[config.mk]
export PLATFORM = sky130hd
export DESIGN_NAME = conv_tile_scheduler
export DESIGN_NICKNAME = d
export VERILOG_FILES = /design/src/rtl/conv_tile_scheduler.sv
export SDC_FILE = /design/constraint.sdc
export NUM_CORES = 1
export LEC_CHECK = 0
export ABC_CLOCK_PERIOD_IN_PS = 4300
export CORE_MARGIN = 5
export CORE_UTILIZATION = 30
export DETAILED_ROUTE_END_ITERATION = 8
export GPL_TIMING_DRIVEN = 0
export REMOVE_ABC_BUFFERS = 1
export SETUP_SLACK_MARGIN = 0.2
export SLEW_MARGIN = 40
export SYNTH_ARGS = -nofsm -noshare
export SYNTH_HDL_FRONTEND = slang
export SYNTH_SLANG_ARGS = --single-unit
[constraint.sdc]
create_clock -name clk -period 4.3 [get_ports clk]
set_input_delay 1.075 -clock clk [delete_from_list [all_inputs] [get_ports clk]]
set_output_delay 1.075 -clock clk [all_outputs]
set_load 0.05 [all_outputs]
[src/rtl/conv_tile_scheduler.sv]
// Job-level sequencer for the conv PE array: config load, per-tile pass launch, buffer gating, job completion.
// Optional watchdog enabled by defining CONV_TILE_SCHED_TIMEOUT_EN.
module conv_tile_scheduler #(
  parameter int unsigned TILE_ROWS   = 52,
  parameter int unsigned CFG_W       = 32,
  parameter int unsigned TIMEOUT_CYC = 4096
) (
  input  logic             clk,
  input  logic             rst_n,
  input  logic             host_start,
  input  logic [CFG_W-1:0] host_cfg_ci,
  input  logic [CFG_W-1:0] host_cfg_co,
  input  logic             ifm_buf_ready,
  input  logic             wgt_buf_ready,
  input  logic             ofm_buf_ready,
  input  logic             pe_last_chanel,
  input  logic             pe_end_conv,
  output logic             start_conv,
  output logic             start_again,
  output logic [CFG_W-1:0] cfg_ci,
  output logic [CFG_W-1:0] cfg_co,
  output logic             stall,
  output logic             busy,
  output logic             done,
  output logic [CFG_W-1:0] pass_cnt,
  output logic             err
);

  localparam logic [2:0] ST_IDLE     = 3'd0;
  localparam logic [2:0] ST_CFG      = 3'd1;
  localparam logic [2:0] ST_WAIT_BUF = 3'd2;
  localparam logic [2:0] ST_LAUNCH   = 3'd3;
  localparam logic [2:0] ST_RUN      = 3'd4;
  localparam logic [2:0] ST_FINAL    = 3'd5;
  localparam logic [2:0] ST_WAIT_END = 3'd6;
  localparam logic [2:0] ST_DONE     = 3'd7;

  logic [2:0]       state;
  logic [2:0]       state_nxt;
  logic [CFG_W-1:0] total;
  logic             last_q;
  logic             pass_done;
  logic             rdy;
  logic             wd_hit;

  assign rdy = ifm_buf_ready & wgt_buf_ready & ofm_buf_ready;

  always_comb begin
    state_nxt = state;
    pass_done = 1'b0;
    case (state)
      ST_IDLE:     if (host_start) state_nxt = ST_CFG;
      ST_CFG:      state_nxt = ST_WAIT_BUF;
      ST_WAIT_BUF: if (rdy) state_nxt = (pass_cnt < total) ? ST_LAUNCH : ST_FINAL;
      ST_LAUNCH:   state_nxt = ST_RUN;
      ST_RUN: begin
        if (pe_end_conv) begin
          state_nxt = ST_DONE;
        end else if (last_q && !pe_last_chanel) begin
          pass_done = 1'b1;
          state_nxt = ST_WAIT_BUF;
        end
      end
      ST_FINAL:    state_nxt = ST_WAIT_END;
      ST_WAIT_END: if (pe_end_conv) state_nxt = ST_DONE;
      ST_DONE:     state_nxt = ST_IDLE;
      default:     state_nxt = ST_IDLE;
    endcase
    if (wd_hit) begin
      pass_done = 1'b0;
      state_nxt = ST_DONE;
    end
  end

  // Outputs are registered from state_nxt so each strobe coincides with the cycle its state is occupied.
  always_ff @(posedge clk or negedge rst_n) begin
    if (!rst_n) begin
      state       <= ST_IDLE;
      last_q      <= 1'b0;
      total       <= '0;
      cfg_ci      <= '0;
      cfg_co      <= '0;
      pass_cnt    <= '0;
      start_conv  <= 1'b0;
      start_again <= 1'b0;
      stall       <= 1'b0;
      busy        <= 1'b0;
      done        <= 1'b0;
    end else begin
      state       <= state_nxt;
      last_q      <= pe_last_chanel;
      start_conv  <= (state_nxt == ST_CFG);
      start_again <= (state_nxt == ST_LAUNCH) || (state_nxt == ST_FINAL);
      stall       <= (state_nxt == ST_RUN) && !rdy;
      busy        <= (state_nxt != ST_IDLE);
      done        <= (state_nxt == ST_DONE);
      if (state == ST_IDLE && host_start) begin
        cfg_ci   <= host_cfg_ci;
        cfg_co   <= host_cfg_co;
        pass_cnt <= '0;
      end else if (pass_done) begin
        pass_cnt <= pass_cnt + CFG_W'(1);
      end
      if (state == ST_CFG) begin
        total <= ((cfg_co + CFG_W'(1)) << 3) * CFG_W'(TILE_ROWS);
      end
    end
  end

`ifdef CONV_TILE_SCHED_TIMEOUT_EN
  logic [CFG_W-1:0] wd_cnt;
  logic             wd_active;
  logic             err_q;

  assign wd_active = ((state == ST_RUN) || (state == ST_WAIT_END)) && !stall;
  assign wd_hit    = wd_active && (wd_cnt == CFG_W'(TIMEOUT_CYC - 1));
  assign err       = err_q;

  always_ff @(posedge clk or negedge rst_n) begin
    if (!rst_n) begin
      wd_cnt <= '0;
      err_q  <= 1'b0;
    end else begin
      if (state_nxt != state) begin
        wd_cnt <= '0;
      end else if (wd_active) begin
        wd_cnt <= wd_cnt + CFG_W'(1);
      end
      if (state == ST_IDLE && host_start) begin
        err_q <= 1'b0;
      end else if (wd_hit) begin
        err_q <= 1'b1;
      end
    end
  end
`else
  logic unused_timeout;

  assign unused_timeout = |TIMEOUT_CYC;
  assign wd_hit         = 1'b0;
  assign err            = 1'b0;
`endif

endmodule
==> results.json <==
{
  "fmax_ghz": 0.2527,
  "drv_cap": 0,
  "drtAntennaViolNets": 0,
  "synth_compound_area_frac": 0.08541,
  "drt_wl_total_um": 20550,
  "synth_top_area_share": 0.3764,
  "cts_hold_buf": 0,
  "slew_violations": 0,
  "regToRegSetupSlack_ns": 0.34,
  "vias": 6741,
  "post-place-ws_ns": -0.3577,
  "yosys.area.top_type": "dfrtp_1",
  "antenna_found_initial": 0,
  "yosysSeqAreaShare": 0.3764,
  "synthArstFlopShare": 1.000,
  "yosys.area_share.simple": 0.1279,
  "synth_top_family_by_area": "adder cells",
  "layout.nets": 1280,
  "grt_pass1_vias": 6993,
  "critPathArrivalTime_ns": 4.25,
  "grt.overflow.total": 0,
  "grt_max_degree": 69,
  "clock-root-buffer": "clkbuf_16",
  "syn_inst": 897,
  "rows": 62,
  "drt-pass1-iter-count": 4,
  "worstPathMaxFanout": 6,
  "portBuffers": 172,
  "cp-end-kind": "flop",
  "setup_viol": 0,
  "io_pins": 174,
  "yosys.area_share.xor_xnor": 0.08884,
  "worst_slew_margin_rel": 0.6306,
  "synth_mux_area_frac": 0.08698,
  "fin_crit_sh": 0.9202,
  "ctsHtreeMaxLevel": 4,
  "grt_setup_unrepaired": "yes",
  "utilization": 0.4235,
  "die_y_um": 181.0,
  "drt_iter0_markers": 269,
  "via_per_inst": 4.476,
  "wire_per_inst_um": 13.64,
  "finalWorstSetupSlack_ns": 0.3431,
  "clock_path_buffers": 2,
  "dieArea_um2": 32770,
  "final_layout_size_suffix_gt1_frac": 0.1952,
  "synthAdderAreaFrac": 0.1608,
  "synth_area_um2": 8775,
  "grt_use_total": 0.1266,
  "required_ns": 4.59,
  "grt_pass1_wl_um": 34470,
  "core-area_um2": 28780,
  "hold_class": "reg2reg",
  "worst_pin_slew_ns": 0.5523,
  "layout_commonest_cell": "clkdlybuf4s50_1",
  "synthToLayoutAreaGrowth_pct": 38.91,
  "yosys_warnings": 0,
  "layout_common_cells": "171 x clkdlybuf4s50_1, 139 x inv_1, 121 x dfrtp_1, 68 x ha_1, 66 x mux2_2",
  "whs_ns": 0.4767,
  "clk_latency_ns": 0.43,
  "clkTransAtPathRegs_ns": 0.06,
  "start_util": 0.3049,
  "synth_edf_count": 0,
  "diodes": 0,
  "post-dp-hpwl_um": 15330,
  "crit_type": "reg2reg",
  "numCtsBuffers": 17,
  "ys_top_cells_by_area": "dfrtp_1 38%, ha_1 11%, mux2_2 8.5%",
  "critPathLaunchType": "flop",
  "finalHoldViolations": 0,
  "synth_flop_cell": "dfrtp_1",
  "drcViolationCount": 0,
  "gp_congestion": 0.7758,
  "ys_ff_latch": 132,
  "synthDistinctLibCells": 48,
  "finalClockSkew_ns": 0.02185,
  "status": "completed",
  "clock-sinks": 132,
  "cts_tree": "yes",
  "period_needed_ns": 3.957,
  "die_width_um": 181.0,
  "synth.avg_cell_area_um2": 9.782
}
## registers in the layout (all words and copies together) (netlist names)
name	flops
cfg_co	32
state	3
last_q	1
busy	1
stall	1
total	27
start_again	1
pass_cnt	32
done	1
cfg_ci	32
start_conv	1
## per-layer routing
metal,global-route usage,wire [um],part of all wire
met1,0.1652,9777,0.48
met2,0.2132,9770,0.48
met3,0.02715,787,0.038
met4,0.03512,214,0.010
met5,0,0,0
## timing repair
item | 4_1_cts | 5_1_grt
setup buffers | 17 | 19
resized for setup | 27 | 49
endpoints found under the hold margin | 0 | 0
setup endpoints to repair | 12 | 12
pin swaps | 6 | 15
cloned | 0 | 0
## kinds of logic (layout without fill, tap and decap cells)
| group | Yosys count | after routing |
|---|---|---|
| AOI/OAI and AO/OA | 124 | 124 |
| xor gates and xnor gates | 89 | 89 |
| adders and majority gates | 99 | 99 |
| buffers and inverters | 168 | 393 |
| DFF | 132 | 132 |
| muxes | 68 | 68 |
| other | 1 | 1 |
| and+or+nand+nor | 216 | 216 |
## metrics by stage
step / TNS, ns / cell area [um2] / instances
floorplan: -25.68 / 8655 / 868
global placement: -695.24 / 10860 / 1424
detailed placement: -1.769 / 11010 / 1438
CTS: 0 / 11860 / 1487
global route: 0 / 12190 / 1506
finish: 0 / 12190 / 1506
## worst paths after layout
check,start,to,cells after the start
max,cfg_co[3],total[30],17
min,total[9],total[9],2
max reg2reg,cfg_co[3],total[30],17
min reg2reg,total[9],total[9],2
max in group asynchronous,rst_n,pass_cnt[14],2
min in group asynchronous,rst_n,cfg_ci[6],1
## synthesized netlist by cell type, types with 6 or more instances
master	n
a21o_1	20
xnor2_1	47
nor2b_1	7
mux2_2	66
ha_1	76
nand4_1	22
and4_1	6
buf_2	6
nor3_1	8
nand3_1	24
fa_1	23
nor2_1	47
a211oi_1	7
xor2_1	42
and3_1	14
inv_1	139
clkbuf_1	22
a21oi_1	27
dfrtp_1	132
or3_1	7
o21ai_0	50
nand2_1	61
## cell type report
type / count / area (um2)
Tap cell: 384 / 480.5
Timing Repair Buffer: 222 / 2146
Clock inverter: 14 / 186.4
Clock buffer: 18 / 439.2
Multi-Input combinational cell: 597 / 5099
Inverter: 139 / 521.8
Fill cell: 2811 / 16590
Sequential cell: 132 / 3317
## worst max-delay path, cell delays in order (launching register included)
cell and delay (ns):
dfrtp_2 0.39, and4_4 0.26, nand4_1 0.19, nor2_2 0.17
nand3_1 0.17, xnor2_2 0.18, ha_1 0.29, inv_1 0.05
fa_1 0.50, inv_1 0.04, ha_1 0.38, and4_1 0.25
and2_4 0.15, a211oi_4 0.28, a31o_2 0.24, a21oi_2 0.07
xnor2_1 0.12, o21ai_0 0.08
Power is not shown: default switching activity piles up to over one toggle a cycle in this logic, so the estimate is an artifact.
